## src/rtl/video_in_pkg.sv

```systemverilog
// Shared types and constants for the video capture write path.
package video_in_pkg;

  // Capture side: waiting for a frame, packing pixels, or draining the FIFO to RAM
  typedef enum logic [1:0] {
    IDLE    = 2'd0,
    CAPTURE = 2'd1,
    DRAIN   = 2'd2
  } cap_state_t;

  // Wishbone writer: no cycle open, or one write cycle waiting for ACK
  typedef enum logic {
    W_IDLE = 1'b0,
    W_BUS  = 1'b1
  } wr_state_t;

  localparam int         PIX_PER_WORD = 4;
  localparam int         WORD_W       = 8 * PIX_PER_WORD;
  localparam int         BYTE_CNT_W   = $clog2(PIX_PER_WORD);
  localparam logic [3:0] WB_SEL_ALL   = 4'hF;
  localparam int         CTR_EN_BIT   = 0;

endpackage

```

## src/rtl/video_in_wfifo.sv

```systemverilog
// Word FIFO between the pixel packer and the Wishbone writer.
// First-word-fall-through: dout always shows the oldest entry while not empty.
// A push on a full FIFO is accepted when a pop happens in the same cycle.
module video_in_wfifo
  import video_in_pkg::*;
#(
  parameter int DEPTH = 16
) (
  input  logic              clk,
  input  logic              rst,
  input  logic              push,
  input  logic [WORD_W-1:0] din,
  input  logic              pop,
  output logic [WORD_W-1:0] dout,
  output logic              full,
  output logic              empty
);

  localparam int AW = $clog2(DEPTH);

  logic [WORD_W-1:0] mem [DEPTH];
  logic [AW:0]       wr_ptr;
  logic [AW:0]       rd_ptr;
  logic              do_pop;
  logic              do_push;

  // Extra pointer bit distinguishes full from empty when the indices match
  assign empty   = (wr_ptr == rd_ptr);
  assign full    = (wr_ptr[AW] != rd_ptr[AW]) && (wr_ptr[AW-1:0] == rd_ptr[AW-1:0]);
  assign do_pop  = pop & ~empty;
  assign do_push = push & (~full | do_pop);
  assign dout    = mem[rd_ptr[AW-1:0]];

  // Pointer update; contents are discarded on reset by clearing both pointers
  always_ff @(posedge clk or posedge rst) begin
    if (rst) begin
      wr_ptr <= '0;
      rd_ptr <= '0;
    end else begin
      if (do_push) wr_ptr <= wr_ptr + 1'b1;
      if (do_pop)  rd_ptr <= rd_ptr + 1'b1;
    end
  end

  // Storage write; no reset so it can map onto distributed RAM
  always_ff @(posedge clk) begin
    if (do_push) mem[wr_ptr[AW-1:0]] <= din;
  end

endmodule

```

## src/rtl/video_in_write.sv

```systemverilog
// Video capture to RAM: packs 8-bit pixels into 32-bit words (little-endian),
// buffers them in a word FIFO and writes them out as a Wishbone master.
// Optional feature macro: VIDEO_IN_IRQ_EN enables the end-of-frame interrupt;
// without it `interrupt` is tied low.
module video_in_write
  import video_in_pkg::*;
#(
  parameter int FIFO_DEPTH = 16,
  parameter int ADDR_W     = 32
) (
  input  logic              clk,
  input  logic              RST,
  input  logic [31:0]       wb_reg_data,
  input  logic [31:0]       wb_reg_ctr,
  input  logic              pixel_en,
  input  logic              frame_valid,
  input  logic              line_valid,
  input  logic [7:0]        pixel_in,
  output logic              interrupt,
  output logic              overflow,
  output logic              p_wb_STB_O,
  output logic              p_wb_CYC_O,
  output logic              p_wb_WE_O,
  output logic              p_wb_LOCK_O,
  output logic [3:0]        p_wb_SEL_O,
  output logic [ADDR_W-1:0] p_wb_ADR_O,
  output logic [31:0]       p_wb_DAT_O,
  input  logic              p_wb_ACK_I
);

  cap_state_t          cap_state;
  wr_state_t           wr_state;
  logic                fv_d;
  logic                lv_d;
  logic [BYTE_CNT_W-1:0] byte_cnt;
  logic [WORD_W-1:0]   word_reg;
  logic                push_reg;
  logic [WORD_W-1:0]   push_data;
  logic                overflow_reg;

  logic [ADDR_W-1:0]   addr_reg;
  logic [ADDR_W-1:0]   adr_reg;
  logic [WORD_W-1:0]   dat_reg;
  logic                bus_reg;
  logic [3:0]          sel_reg;

  logic                fifo_full;
  logic                fifo_empty;
  logic                fifo_pop;
  logic [WORD_W-1:0]   fifo_dout;

  logic                fv_rise;
  logic                fv_fall;
  logic                lv_fall;
  logic                capture_en;
  logic                drain_pending;
  logic                frame_start;
  logic                drain_done;
  logic                pix_accept;
  logic                push_drop;
  logic [ADDR_W-1:0]   base_addr;
  logic                unused_bits;

  assign fv_rise    = frame_valid & ~fv_d;
  assign fv_fall    = ~frame_valid & fv_d;
  assign lv_fall    = ~line_valid & lv_d;
  assign capture_en = wb_reg_ctr[CTR_EN_BIT];
  assign base_addr  = ADDR_W'({wb_reg_data[31:2], 2'b00});

  // Anything still on its way to RAM: queued, in flight on the bus, or about to be pushed
  assign drain_pending = ~fifo_empty | (wr_state != W_IDLE) | push_reg;
  assign frame_start   = (cap_state == IDLE) & fv_rise & capture_en & ~drain_pending;
  assign drain_done    = (cap_state == DRAIN) & ~drain_pending;
  assign pix_accept    = (cap_state == CAPTURE) & pixel_en & frame_valid & line_valid;

  // Writer takes the head word whenever it is free; FWFT means no read latency
  assign fifo_pop  = (wr_state == W_IDLE) & ~fifo_empty;
  assign push_drop = push_reg & fifo_full & ~fifo_pop;

  assign unused_bits = ^{wb_reg_ctr[31:1], wb_reg_data[1:0]};

  video_in_wfifo #(
    .DEPTH (FIFO_DEPTH)
  ) u_fifo (
    .clk   (clk),
    .rst   (RST),
    .push  (push_reg),
    .din   (push_data),
    .pop   (fifo_pop),
    .dout  (fifo_dout),
    .full  (fifo_full),
    .empty (fifo_empty)
  );

  // Capture FSM with pixel packer, qualifier edge detection and overflow flag
  always_ff @(posedge clk or posedge RST) begin
    if (RST) begin
      cap_state    <= IDLE;
      fv_d         <= 1'b0;
      lv_d         <= 1'b0;
      byte_cnt     <= '0;
      word_reg     <= '0;
      push_reg     <= 1'b0;
      push_data    <= '0;
      overflow_reg <= 1'b0;
    end else begin
      fv_d     <= frame_valid;
      lv_d     <= line_valid;
      push_reg <= 1'b0;
      if (push_drop) overflow_reg <= 1'b1;
      case (cap_state)
        IDLE: begin
          if (frame_start) begin
            cap_state    <= CAPTURE;
            overflow_reg <= 1'b0;
            byte_cnt     <= '0;
            word_reg     <= '0;
          end else if (fv_rise & capture_en & drain_pending) begin
            // Frame skipped because the previous one is still being written out
            overflow_reg <= 1'b1;
          end
        end
        CAPTURE: begin
          if (pix_accept) begin
            if (byte_cnt == BYTE_CNT_W'(PIX_PER_WORD - 1)) begin
              push_reg  <= 1'b1;
              push_data <= {pixel_in, word_reg[WORD_W-9:0]};
              word_reg  <= '0;
              byte_cnt  <= '0;
            end else begin
              word_reg[{byte_cnt, 3'b000} +: 8] <= pixel_in;
              byte_cnt <= byte_cnt + 1'b1;
            end
          end else if (lv_fall | fv_fall) begin
            // Line or frame end: flush a partial word; unused bytes are already zero
            if (byte_cnt != '0) begin
              push_reg  <= 1'b1;
              push_data <= word_reg;
            end
            word_reg <= '0;
            byte_cnt <= '0;
          end
          if (fv_fall) cap_state <= DRAIN;
        end
        DRAIN: begin
          if (fv_rise & capture_en) overflow_reg <= 1'b1;
          if (drain_done) cap_state <= IDLE;
        end
        default: cap_state <= IDLE;
      endcase
    end
  end

  // Writer FSM: one Wishbone write per word, outputs held until ACK
  always_ff @(posedge clk or posedge RST) begin
    if (RST) begin
      wr_state <= W_IDLE;
      addr_reg <= '0;
      adr_reg  <= '0;
      dat_reg  <= '0;
      bus_reg  <= 1'b0;
      sel_reg  <= 4'h0;
    end else begin
      sel_reg <= WB_SEL_ALL;
      // Safe to reload here: a frame only starts with the writer idle and the FIFO empty
      if (frame_start) addr_reg <= base_addr;
      case (wr_state)
        W_IDLE: begin
          if (~fifo_empty) begin
            wr_state <= W_BUS;
            adr_reg  <= addr_reg;
            dat_reg  <= fifo_dout;
            bus_reg  <= 1'b1;
          end
        end
        W_BUS: begin
          if (p_wb_ACK_I) begin
            wr_state <= W_IDLE;
            bus_reg  <= 1'b0;
            addr_reg <= addr_reg + ADDR_W'(4);
          end
        end
        default: wr_state <= W_IDLE;
      endcase
    end
  end

  assign p_wb_STB_O  = bus_reg;
  assign p_wb_CYC_O  = bus_reg;
  assign p_wb_WE_O   = bus_reg;
  assign p_wb_LOCK_O = 1'b0;
  assign p_wb_SEL_O  = sel_reg;
  assign p_wb_ADR_O  = adr_reg;
  assign p_wb_DAT_O  = dat_reg;
  assign overflow    = overflow_reg;

`ifdef VIDEO_IN_IRQ_EN
  logic irq_reg;

  // One-cycle pulse when the last word of a frame has been acknowledged
  always_ff @(posedge clk or posedge RST) begin
    if (RST) irq_reg <= 1'b0;
    else     irq_reg <= drain_done;
  end

  assign interrupt = irq_reg;
`else
  assign interrupt = 1'b0;
`endif

endmodule

```

## config.mk

```make
export PLATFORM = sky130hd
export DESIGN_NAME = video_in_write
export DESIGN_NICKNAME = d
export VERILOG_FILES = /design/src/rtl/video_in_pkg.sv /design/src/rtl/video_in_wfifo.sv /design/src/rtl/video_in_write.sv
export SDC_FILE = /design/constraint.sdc
export NUM_CORES = 1
export LEC_CHECK = 0
export ABC_CLOCK_PERIOD_IN_PS = 5300
export BUFFER_PORTS_ARGS = -buffer_cell sky130_fd_sc_hd__buf_2
export CAP_MARGIN = 5
export CORE_MARGIN = 10
export CORE_UTILIZATION = 55
export CTS_CLUSTER_DIAMETER = 200
export CTS_CLUSTER_SIZE = 10
export DETAILED_ROUTE_END_ITERATION = 6
export MAX_ROUTING_LAYER = met4
export PLACE_DENSITY_LB_ADDON = 0.08
export SYNTH_ARGS = -nofsm -noshare
export SYNTH_HDL_FRONTEND = slang
export SYNTH_HIERARCHICAL = 1
export SYNTH_SLANG_ARGS = --single-unit
```

## constraint.sdc

```tcl
create_clock -name clk -period 5.3 [get_ports clk]
set_input_delay 0.795 -clock clk [delete_from_list [all_inputs] [get_ports clk]]
set_output_delay 0.795 -clock clk [all_outputs]
set_load 0.02 [all_outputs]
```

After elaboration in Yosys (flattened, before gate mapping)
Memory sizes are Yosys's and may differ from the RTL's. A register that Yosys moved wholly into a read port is not among the register bits. Index checks and enable logic that the tools add are counted.

Bits in writable memories: 512. Latch bits: 0. Register bits: 149. Memories kept: 1. Bits in read-only memories: 0. Word-level logic and storage cells: 116. Output and inout port bits: 74.

Shift operators: 2. Divide/modulo/power cells: 0. Mux-type cells: 40. Add/sub/neg operators: 5. $mul: 0. Order comparisons: 0. Equal/unequal tests: 13. Reduce and logical (&&, ||, !) cells: 11. Bitwise gates (word level): 29.

Memory list: u_fifo.mem (words 16, width 32, rd ports 1, clocked after Yosys merged registers in 1, write ports 1, RTL line video_in_wfifo.sv:21) `logic [WORD_W-1:0] mem [DEPTH];`.

Operators with widths (number): 32-bit two-way mux (11); 32-bit one-hot mux with 2 select lines (1); 32-bit by 3-bit adder with 32-bit output (second input constant) (1); 32-bit bitwise mux (1); 8-bit by 7-bit variable shift with 32-bit output (first input constant) (1); 8-bit by 7-bit indexed part select with 32-bit output (1); 1-bit bitwise AND (17); 1-bit two-way mux (15); 2-bit two-way mux (7); 5-bit by 1-bit adder with 5-bit output (second input constant) (2); 2-bit inequality test (second input constant) (5); 1-bit inverter (8); 2-bit nonzero test (4); 5-bit negation with 7-bit output (1); 1-bit one-hot mux with 2 select lines (3); 2-bit one-hot mux with 3 select lines (1); 3-bit AND reduction (2); 5-bit == test (1); 2-bit == test (second input constant) (2); 4-bit == test (1); 1-bit bitwise OR (4); 2-bit one-hot mux with 2 select lines (1); 2-bit AND reduction (2); 4-bit AND reduction (1); 7 further kinds (7).

Longest topological paths before layout
Word-level depth: 9. Depth in mapped cells: 13. Depth with buffers taken out: 9.

Cells and area by module
Netlist, hierarchy kept.

By module, submodules not included: video_in_wfifo (times used 1, sequential area each 15625.0 µm², area each 20148.1 µm², cells each 854); video_in_write (times used 1, sequential area each 4279.1 µm², area each 7390.8 µm², cells each 588).

Worst setup path before layout
Ideal clock, no wire load.

Path type: register -> register. From: register u_fifo.wr_ptr[3]. To: memory u_fifo/mem[3][0] (netlist bit) (enable). Clock period less this slack: 4670 ps. Slack: 630 ps. Arrival time: 4209 ps. Stages on the path, launching flop included: 12. Library setup time: 461 ps. Cells stage by stage: dfrtp_1 > buf_2 > xnor2_2 > nand4_2 > or2b_1 > inv_1 > or2_2 > buf_2 > clkinv_1 > buf_2 > o311ai_4 > nor3_1.

Word-level cells in the longest chain between the ends: 8. Elaborated cells between the ends (all ways): 11. Classes of those cells: 2 x eq/ne; 2 x mux; 6 x bitwise; 1 x reduce/logical.

RTL lines: start, declared (RTL line video_in_wfifo.sv:22) `logic [AW:0] wr_ptr;`; start signal, assigned (RTL line video_in_wfifo.sv:40) `if (do_push) wr_ptr <= wr_ptr + 1'b1;`; 5-bit == test (RTL line video_in_wfifo.sv:28) `assign empty = (wr_ptr == rd_ptr);`; named net fifo_empty (RTL line video_in_write.sv:48) `logic fifo_empty;`; 1-bit inverter (no line); 1-bit bitwise AND (RTL line video_in_write.sv:77) `assign fifo_pop = (wr_state == W_IDLE) & ~fifo_empty;`; named net fifo_pop (RTL line video_in_write.sv:49) `logic fifo_pop;`; 1-bit bitwise AND (RTL line video_in_wfifo.sv:30) `assign do_pop = pop & ~empty;`; 1-bit bitwise OR (RTL line video_in_wfifo.sv:31) `assign do_push = push & (~full | do_pop);`; 1-bit bitwise AND (RTL line video_in_wfifo.sv:31); 1-bit two-way mux (RTL line video_in_wfifo.sv:47) `if (do_push) mem[wr_ptr[AW-1:0]] <= din;`; 1-bit two-way mux (not written as such) (RTL line video_in_wfifo.sv:47); end, declared (RTL line video_in_wfifo.sv:21).

The timed path passes the listed nets, and every way through them passes these cells.

Worst setup path after layout
From: register u_fifo.rd_ptr[2]. To: memory u_fifo/mem[10][21] (netlist bit) (enable).

Word-level cells in the longest chain between the ends: 8. Elaborated cells between the ends (all ways): 11. Classes of those cells: 2 x eq/ne; 2 x mux; 6 x bitwise; 1 x reduce/logical.

RTL lines: start, declared (RTL line video_in_wfifo.sv:23) `logic [AW:0] rd_ptr;`; start signal, assigned (RTL line video_in_wfifo.sv:41) `if (do_pop) rd_ptr <= rd_ptr + 1'b1;`; 5-bit == test * (RTL line video_in_wfifo.sv:28); named net fifo_empty (RTL line video_in_write.sv:48); 1-bit inverter (no line) *; 1-bit bitwise AND (RTL line video_in_write.sv:77); 1-bit bitwise AND * (RTL line video_in_wfifo.sv:30); 1-bit bitwise OR * (RTL line video_in_wfifo.sv:31); 1-bit bitwise AND * (RTL line video_in_wfifo.sv:31); 1-bit two-way mux * (RTL line video_in_wfifo.sv:47); 1-bit two-way mux (not written as such) * (RTL line video_in_wfifo.sv:47).

The timed path passes the listed nets; every way through them passes the cells marked *.

==> reports/results.tsv <==
stage	metric	value	unit
power_and_ir_drop	Combinational Power Share	0.242	
sta	setup violators final	0	
layout	Final Instance Area	31000	sq um
placement	Placed Area	28700	sq um
placement	Setup WS pre-CTS	1.79	ns
drt	drt first-iter violations	1116	
drt	First-pass DRT Iterations	5	
die	Starting Density	0.559	
worst_setup_path	worst reg2reg setup slack	1.73	ns
power_and_ir_drop	clock power share	0.324	
clocking	CTS tree	built	
layout	# fillers	3550	
sta	Fin. Hold Viols	0	
global_routing	initial antenna violation count	0	
sta	Clock Skew	0.0296	ns
global_routing	vias in the first global route	14700	
sta	final period utilization	0.673	
logic_synthesis	largest family of logic cells by synthesized area	multiplexers	
worst_setup_path	crit-path cells	xnor2_2 -> nand4_2 -> or2b_1 -> inv_1 -> or2_2 -> inv_2 -> o31a_1 -> and3_2	
sta	Achievable Freq	280	MHz
logic_synthesis	XOR/XNOR Fraction of Synth Area	0.00527	
clocking	Inserted Clock Buffers	79	
clocking	TritonCTS Sinks	693	
logic_synthesis	Compound-Gate Fraction of Synth Area	0.0515	
global_routing	total track usage	0.211	
power_and_ir_drop	switching share of power	0.295	
drt	routed length per instance	26.1	um
power_and_ir_drop	switching power	4450	uW
layout	area of the multi-input gates	7040	sq um
sta	relative slew slack	0.171	
global_routing	largest net degree at the start of global routing	157	
logic_synthesis	dominant synthesized flop cell	edfxtp_1	
outcome	outcome	finished, final reports clean	
clocking	H-tree depth	3	
power_and_ir_drop	part of the power in registers	0.434	
layout	share of cells above drive strength 1	0.275	
logic_synthesis	Syn Area/Cell	19.1	sq um
logic_synthesis	sequential area share after synthesis	0.723	
worst_setup_path	Worst Setup EP	u_fifo/mem[10][21]	
worst_setup_path	CP max stage delay	1.13	ns
placement	dpl hpwl	33000	um
logic_synthesis	EDFF count, synth	512	
worst_setup_path	Slowest-stage cell, CP	and3_2	
sta	fin. max-slew vios	0	
logic_synthesis	Synth cell types	76	
sta	RSZ-0062 raised after global routing	no	
power_and_ir_drop	Cell Pwr Density	487	nW/um^2
die	core box area	49300	sq um
drt	vias	14100	
logic_synthesis	mux contribution to synthesized area	0.150	
layout	Total Nets Final	1674	
placement	routability cong.	0.796	
layout	Ant. Diodes	0	
clocking	Clock Latency Late Sink	0.61	ns
min_path	Hold Crit Class	input port to async pin	
global_routing	first-pass GRT wire length	91900	um
power_and_ir_drop	Int Power	10600	uW
worst_setup_path	Crit Path Max Fanout	32	
placement	Buffers on Ports	116	
worst_setup_path	crit path DAT	3.77	ns
layout	register area	19900	sq um
power_and_ir_drop	Peak VDD IR	0.708	mV
layout	max reg flops	512	
clocking	Setup Fix Bufs, Post-CTS	0	
power_and_ir_drop	leakage	0.0115	uW
die	Rows	81	
drt	antenna-violating nets left	0	
logic_synthesis	#FFs+latches synth	693	
logic_synthesis	Post-Synth Simple-Gate Area	0.0406	
die	Die H	244	um
sta	setup ws final	1.73	ns
die	I/O Pins	152	
clocking	CTS Hold Buffers Added	0	
logic_synthesis	adder-cell share of the synthesized area	0.00545	
clocking	Clk pin slew, worst setup/hold paths	0.06	ns
worst_setup_path	worst r2r src	u_fifo/rd_ptr[2]	
worst_setup_path	Setup crit start kind	flop	
clocking	CTS root buf	clkbuf_16	
sta	crit path time final	3.57	ns
die	Die ar.	59400	sq um
drt	routed vias/inst	6.10	
logic_synthesis	Synth Warn #	6	
logic_synthesis	Cell Area, Synth	27500	sq um
worst_setup_path	worst-case reg-to-reg path depth	8	
worst_setup_path	Crit path required time	5.51	ns
drt	Routed WL	60300	um
worst_setup_path	Crit Path Class	flop to flop	
layout	Core Util, Final	0.630	
clocking	Clock Path Buffers	3	
drt	Post-route DRC	0	
worst_setup_path	Critical Path Sink Type	flop	
global_routing	grt ovf	0	
logic_synthesis	Synth async-reset ratio	0.261	
worst_setup_path	CP Launch Point	u_fifo/rd_ptr[2]	
die	Die Wd	244	um
sta	actual slew at the worst max-slew pin	1.24	ns
sta	setup_tns	0	ns
worst_setup_path	reg2reg end	u_fifo/mem[10][21]	
clocking	CTS-repair resized insts	0	
sta	Fin Hold WS	0.238	ns
flow_run	Max Cap Viol	0	
layout	Area Overhead vs Synth	12.7	%
logic_synthesis	Syn Inst Count	1442	
-- through the flow --
stage	instances	power, uW
after global routing	2310	15800
final	2310	15100
after global placement	2167	10300
after CTS	2310	15300
after floorplan	1443	9470
after detailed placement	2167	10400
-- cells in the final DEF (no fill, tap or decap), types with 6 or more instances in the layout --
master and count:
a211oi_1 8, a21oi_1 22, a22o_1 32, a22oi_1 64, a311oi_1 7, and3_1 7
and3_2 15, buf_12 6, buf_2 116, buf_4 24, clkbuf_1 56, clkbuf_16 80
dfrtp_1 179, edfxtp_1 512, ha_1 12, inv_1 12, mux2_2 85, mux2i_1 8
mux4_1 48, mux4_2 80, nand2_1 73, nand3_1 14, nand4_1 6, nor2_1 34
nor3_1 8, o21ai_0 22, xnor2_1 10
-- per-layer routing --
metal / wire, um / vias to the layer above / GRT usage
met5: 0 / - / -
met4: 1040 / 0 / 0.0493
met3: 3500 / 84 / 0.0397
met2: 29000 / 455 / 0.321
met1: 26800 / 7421 / 0.293
li1: - / 6133 / -
-- power by group through the flow --
stage / logic, uW / clock network [uW] / registers (uW)
3_5_place_dp: 3700 / 0 / 6660
6_report: 3660 / 4890 / 6550
3_3_place_gp: 3680 / 0 / 6640
4_1_cts: 3710 / 5000 / 6550
2_1_floorplan: 2650 / 0 / 6820
5_1_grt: 3970 / 5220 / 6610
-- cells in the mapped netlist, types with 7 or more instances --
library cell	number	area, sq um
ha_1	12	150
buf_12	11	220
edfxtp_1	512	15400
a211oi_1	8	60.1
buf_2	24	120
mux4_2	80	1800
and3_1	19	119
a21oi_1	22	110
a22oi_1	65	488
nand2_1	73	274
o21ai_0	22	110
a22o_1	32	280
nand3_1	14	70.1
nor2_1	35	131
mux2_2	85	957
clkbuf_1	31	116
buf_4	9	67.6
mux2i_1	8	80.1
nor2b_1	8	50.1
dfrtp_1	181	4530
a311oi_1	7	61.3
nor3_1	9	45.0
inv_1	13	48.8
mux4_1	48	1260
xnor2_1	10	87.6
-- layout make-up --
type / count / area share
sequential: 693 / 0.642
multi-input combinational: 650 / 0.227
clock buffer: 136 / 0.0713
timing repair buffer: 146 / 0.0284
tap: 664 / 0.0268
clock inverter: 7 / 0.00294
inverter: 14 / 0.00181
-- logic make-up after synthesis --
logic type,count (synthesis)
AO/OA/AOI/OAI,192
XOR/XNOR,14
adder cells (fa/ha/maj),12
buffers and inverters,100
flip-flops,693
multiplexers,223
other,2
AND/OR/NAND/NOR,206
-- worst min path at each step --
stage,startpoint,to,depth (start not counted)
global placement,p_wb_ADR_O[31],p_wb_ADR_O[31],2
floorplan,addr_reg[0],addr_reg[0],1
CTS,RST,u_fifo/wr_ptr[3],2
detailed placement,p_wb_ADR_O[9],p_wb_ADR_O[9],2
finish,RST,u_fifo/wr_ptr[3],2
global route,RST,u_fifo/wr_ptr[3],2
-- worst max-delay path, delay by kind of cell (launching register included) --
kind | cells | cell delay (ns)
buffers and inverters | 2 | 0.18
XOR/XNOR | 1 | 0.19
AND/OR/NAND/NOR | 4 | 1.78
AO/OA/AOI/OAI | 1 | 0.47
flip-flops | 1 | 0.51
(Power assumes the default switching activity.)
